`config.mk`:
```
export PLATFORM = sky130hd
export DESIGN_NAME = ysyx_23060025_icache_burst
export DESIGN_NICKNAME = d
export VERILOG_FILES = /design/src/rtl/ysyx_23060025_icache_burst.sv
export SDC_FILE = /design/constraint.sdc
export NUM_CORES = 2
export LEC_CHECK = 0
export ABC_AREA = 1
export CORE_MARGIN = 8
export CORE_UTILIZATION = 55
export CTS_BUF_LIST = sky130_fd_sc_hd__clkbuf_4
export DETAILED_ROUTE_END_ITERATION = 7
export MAX_ROUTING_LAYER = met4
export PLACE_DENSITY = 0.72
export SETUP_SLACK_MARGIN = 0.4
export SYNTH_ARGS = -nofsm -noshare
export SYNTH_HDL_FRONTEND = slang
export SYNTH_SLANG_ARGS = --single-unit
```
`constraint.sdc`:
```
create_clock -name clock -period 11.5 [get_ports clock]
set_clock_uncertainty 0.05 [all_clocks]
set_input_delay 2.3 -clock clock [delete_from_list [all_inputs] [get_ports clock]]
set_output_delay 2.3 -clock clock [all_outputs]
set_load 0.005 [all_outputs]
```
`src/rtl/ysyx_23060025_icache_burst.sv`:
```
// rtl/ysyx_23060025_icache_burst.sv - direct-mapped instruction cache, whole-line INCR burst refill
// Optional hit/miss counters: define YSYX_23060025_ICACHE_PERF_EN.
module ysyx_23060025_icache_burst #(
  parameter int ADDR_WIDTH            = 32,
  parameter int DATA_WIDTH            = 32,
  parameter int CACHE_LINE_ADDR_W     = 4,
  parameter int CACHE_LINE_OFF_ADDR_W = 4
) (
  input  logic                  clock,
  input  logic                  reset,
  input  logic [ADDR_WIDTH-1:0] in_paddr,
  input  logic                  in_psel,
  input  logic                  in_flush,
  output logic                  in_pready,
  output logic [DATA_WIDTH-1:0] in_prdata,
  output logic [ADDR_WIDTH-1:0] out_araddr,
  output logic                  out_arvalid,
  input  logic                  out_arready,
  output logic [7:0]            out_arlen,
  output logic [2:0]            out_arsize,
  output logic [1:0]            out_arburst,
  input  logic                  out_rvalid,
  input  logic [DATA_WIDTH-1:0] out_rdata,
  input  logic                  out_rlast,
  output logic                  out_rready
`ifdef YSYX_23060025_ICACHE_PERF_EN
  ,
  output logic [31:0]           perf_hit_cnt,
  output logic [31:0]           perf_miss_cnt
`endif
);

  localparam int LINES  = 1 << CACHE_LINE_ADDR_W;
  localparam int WORD_W = CACHE_LINE_OFF_ADDR_W - 2;
  localparam int WORDS  = 1 << WORD_W;
  localparam int BCW    = (WORD_W > 0) ? WORD_W : 1;
  localparam int TAG_W  = ADDR_WIDTH - CACHE_LINE_ADDR_W - CACHE_LINE_OFF_ADDR_W;

  typedef enum logic [2:0] {S_IDLE, S_CHECK, S_AR, S_R, S_PASS} state_t;

  state_t                    r_state;
  state_t                    w_next;
  logic [DATA_WIDTH-1:0]     r_data [LINES][WORDS];
  logic [TAG_W-1:0]          r_tag  [LINES];
  logic [LINES-1:0]          r_valid;
  logic                      r_flush_pend;
  logic [BCW-1:0]            r_beat;

  logic [TAG_W-1:0]             w_tag;
  logic [CACHE_LINE_ADDR_W-1:0] w_idx;
  logic [BCW-1:0]               w_off;
  logic [BCW-1:0]               w_beat_inc;
  logic                         w_hit;
  logic                         w_r_fire;

  assign w_tag      = in_paddr[ADDR_WIDTH-1 -: TAG_W];
  assign w_idx      = in_paddr[CACHE_LINE_OFF_ADDR_W +: CACHE_LINE_ADDR_W];
  assign w_off      = BCW'((in_paddr >> 2) & ADDR_WIDTH'(WORDS - 1));
  assign w_beat_inc = (WORD_W == 0) ? '0 : r_beat + BCW'(1);
  assign w_hit      = r_valid[w_idx] && (r_tag[w_idx] == w_tag);
  assign w_r_fire   = (r_state == S_R) && out_rvalid;

  always_ff @(posedge clock) begin
    if (reset) begin
      r_state      <= S_IDLE;
      r_valid      <= '0;
      r_flush_pend <= 1'b0;
      r_beat       <= '0;
    end else begin
      r_state <= w_next;
      if (r_state == S_AR && out_arready) r_beat <= '0;
      if (w_r_fire) begin
        r_beat <= w_beat_inc;
        if (out_rlast) r_valid[w_idx] <= 1'b1;
      end
      // A flush during a transaction is deferred so the in-flight fetch still returns data.
      if (r_state == S_IDLE && in_flush) r_valid <= '0;
      else if (in_flush) r_flush_pend <= 1'b1;
      if (r_state == S_PASS && (r_flush_pend || in_flush)) begin
        r_valid      <= '0;
        r_flush_pend <= 1'b0;
      end
    end
  end

  always_ff @(posedge clock) begin
    if (w_r_fire) begin
      r_data[w_idx][r_beat] <= out_rdata;
      if (out_rlast) r_tag[w_idx] <= w_tag;
    end
  end

`ifdef YSYX_23060025_ICACHE_PERF_EN
  always_ff @(posedge clock) begin
    if (reset) begin
      perf_hit_cnt  <= '0;
      perf_miss_cnt <= '0;
    end else if (r_state == S_CHECK) begin
      if (w_hit) perf_hit_cnt <= perf_hit_cnt + 32'd1;
      else perf_miss_cnt <= perf_miss_cnt + 32'd1;
    end
  end
`endif

  always_comb begin
    w_next      = r_state;
    in_pready   = 1'b0;
    in_prdata   = '0;
    out_araddr  = '0;
    out_arvalid = 1'b0;
    out_arlen   = '0;
    out_arsize  = '0;
    out_arburst = '0;
    out_rready  = 1'b0;
    case (r_state)
      S_IDLE:  if (in_psel) w_next = S_CHECK;
      S_CHECK: w_next = w_hit ? S_PASS : S_AR;
      S_AR: begin
        out_arvalid = 1'b1;
        out_araddr  = {w_tag, w_idx, {CACHE_LINE_OFF_ADDR_W{1'b0}}};
        out_arlen   = 8'(WORDS - 1);
        out_arsize  = 3'b010;
        out_arburst = 2'b01;
        if (out_arready) w_next = S_R;
      end
      S_R: begin
        out_rready = 1'b1;
        if (out_rvalid && out_rlast) w_next = S_PASS;
      end
      S_PASS: begin
        // Always served from the array after the fill; no critical-word bypass.
        in_pready = 1'b1;
        in_prdata = r_data[w_idx][w_off];
        w_next    = S_IDLE;
      end
      default: w_next = S_IDLE;
    endcase
  end

endmodule

```
==> metrics.sh <==
PROPORTION_OF_NETLIST_AREA_HELD_BY_THE_LARGEST_AREA_CONTRIBUTOR_PCT=78.9
CTS_MADE_BUFFERS=612
DIE_W_UM=426
NUMBER_OF_ANTENNA_VIOLATIONS_AT_THE_FIRST_CHECK_IN_GLOBAL_ROUTING=19
SYNTH_AREA_MM2=0.0925
TRITONCTS_CLOCK_TREE='built'
HPWLAFTERDP_UM=124000
WIRE_PER_INST_UM=27.4
WORSTPATHARRIVAL_NS=6.98
GR-TOTAL-OVERFLOW=0
CLKPWRFRAC_PCT=39.3
END_KIND='output port'
DRT-TOTAL-WL_UM=253000
GLOBALPLACE.CONGESTION=0.832
POWER.INTERNAL_mW=13.7
PATH_CLK_SLEW_NS=0.06
FP.DIEAREA_MM2=0.182
YOSYS-TOP-CELLS-COUNT='sky130_fd_sc_hd__edfxtp_1, sky130_fd_sc_hd__nand2_1, sky130_fd_sc_hd__a22oi_1'
WORSTPATHCELLLIST='buf_4, inv_4, nor2_4, buf_12, buf_4, a22oi_1, a31oi_1, nor4_1, nand2_1, nand3_1, a21oi_1, clkdlybuf4s50_1'
MAX_FREQ_MHz=107
CRIT_PATH_FREQUENT_CELL='sky130_fd_sc_hd__buf_4'
VIAS=58200
POWER_PER_CELL_AREA_mW_PER_MM2=170
SYNTH_TOP_AREA_CELL='sky130_fd_sc_hd__edfxtp_1'
WORSTPATHREQUIRED_NS=9.15
SWITCHING_SHARE_PCT=22.5
INSTANCE_COUNT_OF_THE_MAPPED_NETLIST=6133
IO_PINS=151
MAX_SLEW_MARGIN_PCT=14.9
DRC_ERRORS=0
SYNTHARSTFLOPSHARE_PCT=0
CRIT_PATH_MAX_INCR_DELAY_NS=0.83
TIMING.CRITICAL_PATH.MAX_DELAY_FAMILY='buffers and inverters'
FILLERS=12100
FINAL_NET_COUNT=6721
SYNTH_MOST_COMMON_CELL='sky130_fd_sc_hd__edfxtp_1'
DRV_CAP=0
SEQ_POWER_SHARE_PCT=55.6
VDD.IR_DROP.WORST_V=0.000128
MULTIINPUTGATEAREA_MM2=0.0178
LEAKAGEPOWER_nW=34.3
FINAL_PERIOD_MINUS_WORST_SETUP_SLACK_NS=9.33
NUMBER_OF_GATES_RESIZED_AFTER_CTS=0
SEQUENTIAL_CELL_AREA_MM2=0.0735
SYN_AVG_CELL_AREA_UM2=15.1
TIMING.CRITICAL_PATH.FANOUT_MAX=75
SYNTH_EDF_COUNT=2432
AVGVIACOUNTPERCELL=6.29
CRITICAL_PATH_CLASS='in2out'
CP_NUM_BUF_INV=5
PIN_COUNT_OF_THE_BIGGEST_NET_ENTERING_GLOBAL_ROUTING=139
YS_FF_LATCH=2454
FRACTION_OF_POWER_CONSUMED_BY_COMBINATIONAL_CELLS_PCT=5.0
CRIT_PATH_START_KIND='primary input'
POSTCTSSETUPBUFFERS=0
DRT.ANTENNA.VIOLATING_NETS=0
POSTCTSHOLDBUFS=0
FIRST_GLOBAL_VIAS=57000
HTREE_NUM_LEVELS=6
NUMBER_OF_CORE_ROWS=150
CLK_ROOT_BUFFER_CELL='sky130_fd_sc_hd__clkbuf_4'
RUN_STATUS='complete, no violations'
TRACK_USAGE_PCT=27.9
CRITICAL-PATH-SLOWEST-CELL='sky130_fd_sc_hd__nor2_4'
CTS_NUM_SINKS=2454
SETUP_VIOLATIONS=0
DIE_H_UM=426
GRT_FIRST_PASS_WIRELENGTH_UM=365000
MAX_SLEW.WORST_PIN.SLEW_NS=1.28
SYNTHTOPCELLSBYAREA='sky130_fd_sc_hd__edfxtp_1, sky130_fd_sc_hd__a22oi_1, sky130_fd_sc_hd__nand2_1, sky130_fd_sc_hd__a21oi_1, sky130_fd_sc_hd__nor2_1'
FLOW.AREA_GROWTH_FROM_SYNTHESIS_PCT=12.5
SYNTH_SEQ_AREA_SHARE_PCT=79.4
CORE_AREA_MM2=0.167
FINALCRITPERIODSHARE_PCT=81.1
FIN_HOLD_WS_NS=0.435
CTS_MAX_PATH_BUFFERS=4
FIRST_ITER_VIOLATIONS=8481
SETUP_REPAIR_AFTER_GLOBAL_ROUTING_MISSED_ITS_MARGIN='false'
YS.WARNINGS.COUNT=0
REPORT.FINAL.SLEW_VIOL_COUNT=0
IO_BUFFERS=135
CORE_UTILIZATION_OF_THE_FINISHED_LAYOUT_PCT=62.3
YOSYS.CELL_TYPES.COUNT=40
HP-CLASS='reg2reg'
INITIAL_UTILIZATION_PCT=55.4
CLOCK_INSERTION_DELAY_WORST_SKEW_NS=1.35
SETUP_TNS_NS=0
DRT_PASS1_ITERATIONS=6
POWER.SWITCHING_mW=3.99
YOSYS_MOST_USED_DFF='sky130_fd_sc_hd__edfxtp_1'
DRIVE_ABOVE_1_SHARE_PCT=16.9
FINALHOLDVIOLATIONS=0
cell families after synthesis:
group	after synthesis	share of synthesized area, %
and+or+nand+nor	1661	7.15
adders and majority gates	4	0.0541
AOI/OAI and AO/OA	1548	11.2
buffers and inverters	465	2.13
DFF	2454	79.4
other	1	0.00405
path summary, 6_finish.rpt:
kind	slack, ns	to	from	cells past startpoint
worst max-delay path	2.17	in_prdata[29]	in_paddr[4]	12
worst min-delay path	0.43	r_flush_pend$_SDFFE_PP0P_	r_flush_pend$_SDFFE_PP0P_	2
worst max register to register	8.42	r_data[0][116]$_DFFE_PP_	r_state[0]$_SDFFE_PP0P_	8
worst min register to register	0.43	r_flush_pend$_SDFFE_PP0P_	r_flush_pend$_SDFFE_PP0P_	2
routing by layer:
metal	GRT usage, %	part of all wire (%)
met1	36.5	37
met2	42.7	47
met3	6.47	12
met4	11.4	3.8
met5	-	0
state kept, by name, indices dropped and copies added (netlist names):
| register | cells |
|---|---|
| r_flush_pend | 1 |
| r_valid | 16 |
| r_beat | 2 |
| r_data | 2048 |
| r_tag | 384 |
| r_state | 3 |
power groups by stage:
stage	sequential (mW)	combinational [mW]	clock [mW]
after global routing	9.83	0.944	7.51
after floorplan	10.0	0.453	0
after global placement	10.0	0.846	0
after detailed placement	10.0	0.866	0
final	9.84	0.887	6.96
after CTS	9.84	0.869	7.05
stage by stage:
step | worst slack, ns | std cells | total power [mW] | instance area [um2]
3_3_place_gp | 2.26 | 8236 | 10.9 | 96800
4_1_cts | 2.14 | 9237 | 17.8 | 104000
2_1_floorplan | 5.19 | 6145 | 10.5 | 92600
6_report | 2.17 | 9257 | 17.7 | 104000
5_1_grt | 2.01 | 9256 | 18.3 | 104000
3_5_place_dp | 2.24 | 8236 | 10.9 | 96800
cells in the final DEF (no fill, tap or decap), drive strengths merged, types with 20 or more instances in the layout:
master         count
nor3              34
o41ai             21
clkinv           109
inv               79
nand4             20
diode             20
clkbuf           871
edfxtp          2432
a31oi             60
nor2             218
o21ai             41
clkdlybuf4s50     99
a22oi            937
dfxtp             22
nand3             72
nand2           1244
a21oi            442
buf              184
nor4              65
cell type report:
| cell class | instances | area share, % |
|---|---|---|
| inverter | 69 | 0.272 |
| sequential | 2454 | 70.6 |
| clock inverter | 130 | 0.687 |
| timing repair buffer | 283 | 2.39 |
| multi-input combinational | 3226 | 17.1 |
| tap | 2204 | 2.65 |
| antenna | 20 | 0.0481 |
| clock buffer | 871 | 6.28 |
worst reg2reg max path, cell delays in order, from the launching register on:
cell and delay [ns]:
sky130_fd_sc_hd__dfxtp_1 0.39, sky130_fd_sc_hd__inv_1 0.08, sky130_fd_sc_hd__nor3_1 0.29, sky130_fd_sc_hd__inv_1 0.11, sky130_fd_sc_hd__nor2_1 0.35, sky130_fd_sc_hd__nand2_1 0.10, sky130_fd_sc_hd__buf_4 0.29, sky130_fd_sc_hd__nor2_4 0.53
sky130_fd_sc_hd__buf_4 0.50
Note: power is estimated with default switching activity, not from simulation.
